`config.mk`:
```
export PLATFORM = sky130hd
export DESIGN_NAME = ixc_assign_pipe
export DESIGN_NICKNAME = d
export VERILOG_FILES = /design/src/rtl/ixc_assign_pipe.sv
export SDC_FILE = /design/constraint.sdc
export NUM_CORES = 1
export LEC_CHECK = 0
export ABC_AREA = 1
export BUFFER_PORTS_ARGS = -buffer_cell sky130_fd_sc_hd__buf_4
export CELL_PAD_IN_SITES_DETAIL_PLACEMENT = 2
export CELL_PAD_IN_SITES_GLOBAL_PLACEMENT = 2
export CORE_MARGIN = 4
export CORE_UTILIZATION = 37
export DETAILED_ROUTE_END_ITERATION = 12
export GPL_TIMING_DRIVEN = 0
export MAX_ROUTING_LAYER = met4
export PLACE_DENSITY = 0.95
export SKIP_LAST_GASP = 1
export SYNTH_ARGS = -nofsm -noshare
export SYNTH_HDL_FRONTEND = slang
export SYNTH_SLANG_ARGS = --single-unit
```
`constraint.sdc`:
```
create_clock -name clk -period 3.3 [get_ports clk]
set_clock_uncertainty 0.2 [all_clocks]
set_input_delay 0.33 -clock clk [delete_from_list [all_inputs] [get_ports clk]]
set_output_delay 0.33 -clock clk [all_outputs]
set_load 0.005 [all_outputs]
```
`src/rtl/ixc_assign_pipe.sv`:
```
// ixc_assign_pipe: retimed, freezable, forceable bus assign R -> L.
// A DEPTH-stage register pipeline with a valid qualifier, a global freeze,
// a per-bit force overlay on the output, and a saturating counter of how
// often the delivered (unforced) value changes.
`timescale 1ns/1ps

module ixc_assign_pipe #(
    parameter int               WIDTH     = 26,
    parameter int               DEPTH     = 2,
    parameter logic [WIDTH-1:0] RESET_VAL = {WIDTH{1'b0}},
    parameter int               CNT_W     = 16
) (
    input  logic             clk,
    input  logic             rst_n,
    input  logic [WIDTH-1:0] R,
    input  logic             R_vld,
    input  logic             freeze,
    input  logic             force_load,
    input  logic [WIDTH-1:0] force_mask,
    input  logic [WIDTH-1:0] force_val,
    input  logic             cnt_clr,
    output logic [WIDTH-1:0] L,
    output logic             L_vld,
    output logic [CNT_W-1:0] chg_cnt
);

    // Raw pipeline output and its qualifier, plus "this edge delivers P".
    logic [WIDTH-1:0] w_p;
    logic             w_pv;
    logic             w_adv;

    generate
        if (DEPTH == 0) begin : g_comb
            // No registers: the bus passes straight through and freeze is
            // irrelevant to the data path, so every edge delivers P.
            assign w_p   = R;
            assign w_pv  = R_vld;
            assign w_adv = 1'b1;
        end else begin : g_pipe
            logic [DEPTH-1:0][WIDTH-1:0] r_stage;
            logic [DEPTH-1:0]            r_vld;

            // Shift data and valids one stage per unfrozen cycle; bubbles
            // still move their data so the stages never need a data enable.
            always_ff @(posedge clk or negedge rst_n) begin
                if (!rst_n) begin
                    r_stage <= {DEPTH{RESET_VAL}};
                    r_vld   <= '0;
                end else if (!freeze) begin
                    r_stage[0] <= R;
                    r_vld[0]   <= R_vld;
                    for (int i = 1; i < DEPTH; i++) begin
                        r_stage[i] <= r_stage[i-1];
                        r_vld[i]   <= r_vld[i-1];
                    end
                end
            end

            assign w_p   = r_stage[DEPTH-1];
            assign w_pv  = r_vld[DEPTH-1];
            assign w_adv = !freeze;
        end
    endgenerate

    // Force overlay state.
    logic [WIDTH-1:0] r_mask;
    logic [WIDTH-1:0] r_fval;

    // Capture the force overlay on its strobe; deliberately not gated by
    // freeze so a stalled design can still be forced from the debugger.
    always_ff @(posedge clk or negedge rst_n) begin
        if (!rst_n) begin
            r_mask <= '0;
            r_fval <= '0;
        end else if (force_load) begin
            r_mask <= force_mask;
            r_fval <= force_val;
        end
    end

    assign L     = (w_p & ~r_mask) | (r_fval & r_mask);
    assign L_vld = w_pv;

    // Change detection works on the raw P, so the overlay never counts.
    logic [WIDTH-1:0] r_last;
    logic [CNT_W-1:0] r_cnt;
    logic             w_dlv;
    logic             w_chg;
    logic             w_sat;

    assign w_dlv = w_pv && w_adv;
    assign w_chg = w_dlv && (w_p != r_last);
    assign w_sat = &r_cnt;

    // Remember the last delivered raw value; updated even during a clear.
    always_ff @(posedge clk or negedge rst_n) begin
        if (!rst_n) begin
            r_last <= RESET_VAL;
        end else if (w_chg) begin
            r_last <= w_p;
        end
    end

    // Saturating change counter; a clear beats a coincident increment.
    always_ff @(posedge clk or negedge rst_n) begin
        if (!rst_n) begin
            r_cnt <= '0;
        end else if (cnt_clr) begin
            r_cnt <= '0;
        end else if (w_chg && !w_sat) begin
            r_cnt <= r_cnt + {{(CNT_W-1){1'b0}}, 1'b1};
        end
    end

    assign chg_cnt = r_cnt;

endmodule

```
======== Word level (Yosys, flattened, before mapping) ========
Index checks and enable logic that the tools add are counted.
word-level totals
  logic and storage cells ................. 22
  register bits ........................... 148
  input bits .............................. 84
operators by class
  $add $sub $neg .......................... 1
  muxes and demuxes ....................... 2
  bitwise logic cells ..................... 4
  reductions and logical operators ........ 7
  equality and inequality tests ........... 1
operator list
  kind                   number
  $and 26x26->26         2
  $mux 16                2
  $ne 26x26->1           1
  $not 26->26            1
  $or 26x26->26          1
  $add 16x1->16 const B  1
  $reduce_and 16->1      1
  $logic_and 1x1->1      3
  $logic_not 1->1        2
  $reduce_bool 2->1      1

======== Longest topological paths before layout ========
  depth in word-level cells ............... 6
  gate-level depth with buffers ........... 12
  depth with buffers taken out ............ 12

======== Least setup slack after synthesis ========
No wires, ideal clock.
  path kind ............................... register to register
  start ................................... register r_cnt[0] (netlist: chg_cnt[0])
  end ..................................... register r_cnt[0] (netlist: chg_cnt[0])
  library setup time ...................... 0.117 ns
  buffers on the path ..................... 0
  arrival ................................. 1.543 ns
  cell stages (with the launch flop) ...... 13
  path slack .............................. 1.440 ns
  data required time ...................... 2.983 ns
  path through ............................ dfrtp_1 ha_1 nand2_1 inv_1 nand2_2 nor2_4 nand3_2 nor2_2 nand2_2 nand3_4 nand2_2 nand2_1 nand2_1
on the way
  word-level cells in the longest chain between the ends .. 4
  elaborated cells on any way between the ends .. 7
ends and longest elaborated chain
  what                                                   line  text
  start: declaration                                     86    logic [CNT_W-1:0] r_cnt;
  start signal: assignment                               111   r_cnt <= r_cnt + {{(CNT_W-1){1'b0}}, 1'b1};
  branches (longest 4 deep; another with $add 16x1->16)  -
Parallel ways; which one is timed is not known. The select of a mux whose other input is x is not followed.
A chain may end at the register's enable or synchronous reset.

======== Final worst setup path ========
  start ................................... register g_pipe.r_stage, in the netlist w_p[12]
  end ..................................... register r_last[7]
on the way
  word-level cells in the longest chain between the ends .. 2
ends and longest elaborated chain
  what                              line  text
  start: declaration                40    logic [DEPTH-1:0][WIDTH-1:0] r_stage;
  start signal: assignment          47    r_stage <= {DEPTH{RESET_VAL}};
  start signal: indexed assignment  53    r_stage[i] <= r_stage[i-1];
  $ne 26x26->1                      92    assign w_chg = w_dlv && (w_p != r_last);
  $logic_and 1x1->1                 92
  end signal: assignment            100   r_last <= w_p;
  end: declaration                  85    logic [WIDTH-1:0] r_last;
Every way passes these cells.

==> flow_metrics.py <==
metrics = {
    "global_route": {
        "grt-ovfl-total": 0,
        "grt_use_total": 0.314,
        "grt_max_degree": 81,
        "grt_pass1_wl_mm": 45.3,
        "grt_pass1_vias": 7441,
        "antenna_found_initial": 1,
    },
    "cells_and_area": {
        "nFillCells": 1750,
        "final_nets": 989,
        "layout_common_cells": "nand2_1, dfrtp_1, buf_4",
        "area_delta_synth_final_pct": 39.7,
        "layout-drive-gt1-share": 0.269,
        "final_common_cell": "nand2_1",
    },
    "drt": {
        "drtAntennaViolNets": 0,
        "drc_errors": 0,
        "vias_per_cell": 5.48,
        "vias": 6269,
        "wl_mm": 29.7,
        "avgRoutedWirePerCell_um": 26.0,
        "drtIter0Drc": 305,
        "firstDrtPassIters": 6,
    },
    "clock_tree": {
        "cts_root_buffer": "clkbuf_16",
        "numCtsBuffers": 17,
        "clk_latency_ps": 450,
        "clk_pin_slew_ps": 70,
        "cts_tree": "yes",
        "cts_num_sinks": 148,
        "postCtsSetupRepairBufs": 0,
        "htreeDepth": 4,
        "clockBufferDepth": 2,
    },
    "synth": {
        "synth-edff-count": 0,
        "synth_area_per_cell_um2": 9.67,
        "yosysWarnings": 0,
        "async_reset_ff_frac": 1.00,
        "synth_compound_area_frac": 0.0706,
        "synth_nets": 767,
        "ys_ff_latch": 148,
        "ys_seq_area_frac": 0.561,
        "ys_types": 30,
        "synthSimpleGateAreaFrac": 0.171,
        "syn_area_um2": 6600,
        "syn_inst": 682,
        "synth_mux_area_frac": 0.123,
        "synth_top_family_by_area": "simple AND/OR/NAND/NOR gates",
        "synth-xor-area-share": 0.0173,
        "synthFlopType": "dfrtp_1",
        "synth_fa_ha_area_frac": 0.00190,
    },
    "power": {
        "swShare": 0.321,
        "clkPwrFrac": 0.393,
        "cellLeakagePower_nw": 4.38,
        "power_density_nw_per_um2": 574,
        "irDropWorstVdd_v": 0.000330,
        "internal_power_mw": 3.59,
        "pwr-share-seq": 0.422,
        "combPwrFrac": 0.184,
        "p_sw_mw": 1.70,
    },
    "place": {
        "portBuffers": 123,
        "place.gp.congestion": 0.795,
        "dp_hpwl_mm": 15.4,
    },
    "timing": {
        "rsz0062_at_grt": "no",
        "hold_violations": 0,
        "timing.fmax_mhz": 355,
        "finalHoldWorstSlack_ps": 14.4,
        "setup_viol": 0,
        "worstMarginPinSlew_ps": 958,
        "min_period_ps": 2810,
        "slew_headroom": 0.361,
        "timing.final.crit_share": 0.853,
        "slew_violations": 0,
        "fin_tns_setup_ps": 0,
    },
    "worst_setup_path": {
        "cp-start-kind": "register",
        "crit_required_ps": 3380,
        "reg2reg_depth": 11,
        "cp_slowest_cell": "dfrtp_1",
        "cp.depth": 11,
        "crit_path_end_kind": "register",
        "cp.buffers_inverters": 2,
        "crit_family": "simple AND/OR/NAND/NOR gates",
        "worst-path-max-fanout": 10,
        "cp_cell_sequence": "inv_1 -> nand2_1 -> nand2_1 -> nor2_1 -> nand2_1 -> nor2_1 -> nand3_4 -> nand2_1 -> buf_2 -> nand2_1 -> o21ai_0",
        "crit_type": "register to register",
        "crit_path_max_incr_delay_ps": 410,
        "path_common_cell": "nand2_1",
        "cp.arrival_ps": 2900,
    },
    "die": {
        "core_um2": 17400,
        "die_x_um": 142,
        "rows": 48,
        "start_util": 0.380,
        "io_pins": 127,
        "die_h_um": 142,
        "dieArea_um2": 20000,
    },
    "outcome": {
        "outcome": "complete, no violations",
    },
    "worst_hold_path": {
        "hold_depth": 3,
        "hp-class": "primary input to register",
    },
    "flow_run": {
        "drv_cap": 0,
    },
}
## metal layers
metal / up-vias / GRT usage / wire length (um)
met2: 285 / 0.544 / 15800
met4: 0 / 0.172 / 1620
met5: - / - / 0
met3: 120 / 0.0613 / 1340
li1: 2657 / - / -
met1: 3207 / 0.339 / 11000
## layout make-up
cell class / count / area (um2) / area share
Buffer: 25 / 125 / 0.0136
Clock inverter: 13 / 146 / 0.0159
Clock buffer: 19 / 443 / 0.0481
Tap cell: 225 / 282 / 0.0305
Multi-Input combinational cell: 446 / 2530 / 0.275
Timing Repair Buffer: 203 / 1750 / 0.189
Antenna cell: 2 / 5.00 / 0.000543
Inverter: 63 / 236 / 0.0257
Sequential cell: 148 / 3700 / 0.402
## registers in the layout (all words and copies together) (netlist names)
name            count
g_pipe.r_stage     26
r_mask             26
r_fval             26
g_pipe.r_vld        2
r_last             26
w_p                26
chg_cnt            16
## final timing paths
path,endpoint,slack (ps),from
worst max-delay path,r_last[7],490,w_p[12]
worst min-delay path,g_pipe.r_stage[3],10,R[3]
worst max register to register,r_last[7],490,w_p[12]
worst min register to register,g_pipe.r_stage[23],310,g_pipe.r_stage[23]
max in group asynchronous,chg_cnt[4],1700,rst_n
min in group asynchronous,r_fval[13],350,rst_n
## stage by stage
stage                     cells  worst slack [ps]  total power [mW]   util  cell area (um2)
after floorplan             682              1440              2.58      -             6600
after global placement     1030               936              2.90  0.449             7800
final                      1144               487              5.29  0.531             9220
after CTS                  1142               822              5.15  0.531             9210
after detailed placement   1031               929              3.01  0.451             7830
after global routing       1144               414              5.47  0.531             9220
## timing repair
item	CTS	global route
endpoints found under the hold margin	157	0
hold buffers	79	0
endpoints found under the setup margin	0	0
resized for setup	0	0
## tightest hold or removal path: cells and delay by family
kind,cells,cell delay (ps)
buf+inv,1,110
simple gates,1,100
compound gates,1,70
## cells by family (layout without fill, tap and decap cells)
logic type | Yosys count | in the layout
buffers and inverters | 88 | 323
AND/OR/NAND/NOR | 268 | 268
multiplexers | 72 | 72
other | 0 | 2
adder cells (fa/ha/maj) | 1 | 1
XOR/XNOR | 13 | 13
AO/OA/AOI/OAI | 92 | 92
flip-flops | 148 | 148
## power by group through the flow
| stage | logic, mW | clock network (mW) | registers (mW) |
|---|---|---|---|
| floorplan | 0.420 | 0 | 2.16 |
| global placement | 0.711 | 0 | 2.19 |
| detailed placement | 0.786 | 0 | 2.22 |
| CTS | 0.903 | 2.04 | 2.20 |
| global route | 1.06 | 2.16 | 2.25 |
| finish | 0.975 | 2.08 | 2.23 |
## synth_stat cells (2+ instances only)
cell type	n	area, um2
inv_1	60	225
buf_2	5	25.0
nand3_4	2	35.0
dfrtp_1	148	3700
mux2_2	72	811
nor2_1	61	229
inv_2	2	7.51
nand2_2	3	18.8
xor2_1	12	105
clkbuf_1	16	60.1
nand4_1	7	43.8
nor3_1	10	50.1
nand2_1	157	589
nand3_1	20	100
nor3b_1	2	15.0
o21ai_0	61	305
nor2_2	3	18.8
a21oi_1	29	145
(Power assumes the default switching activity.)
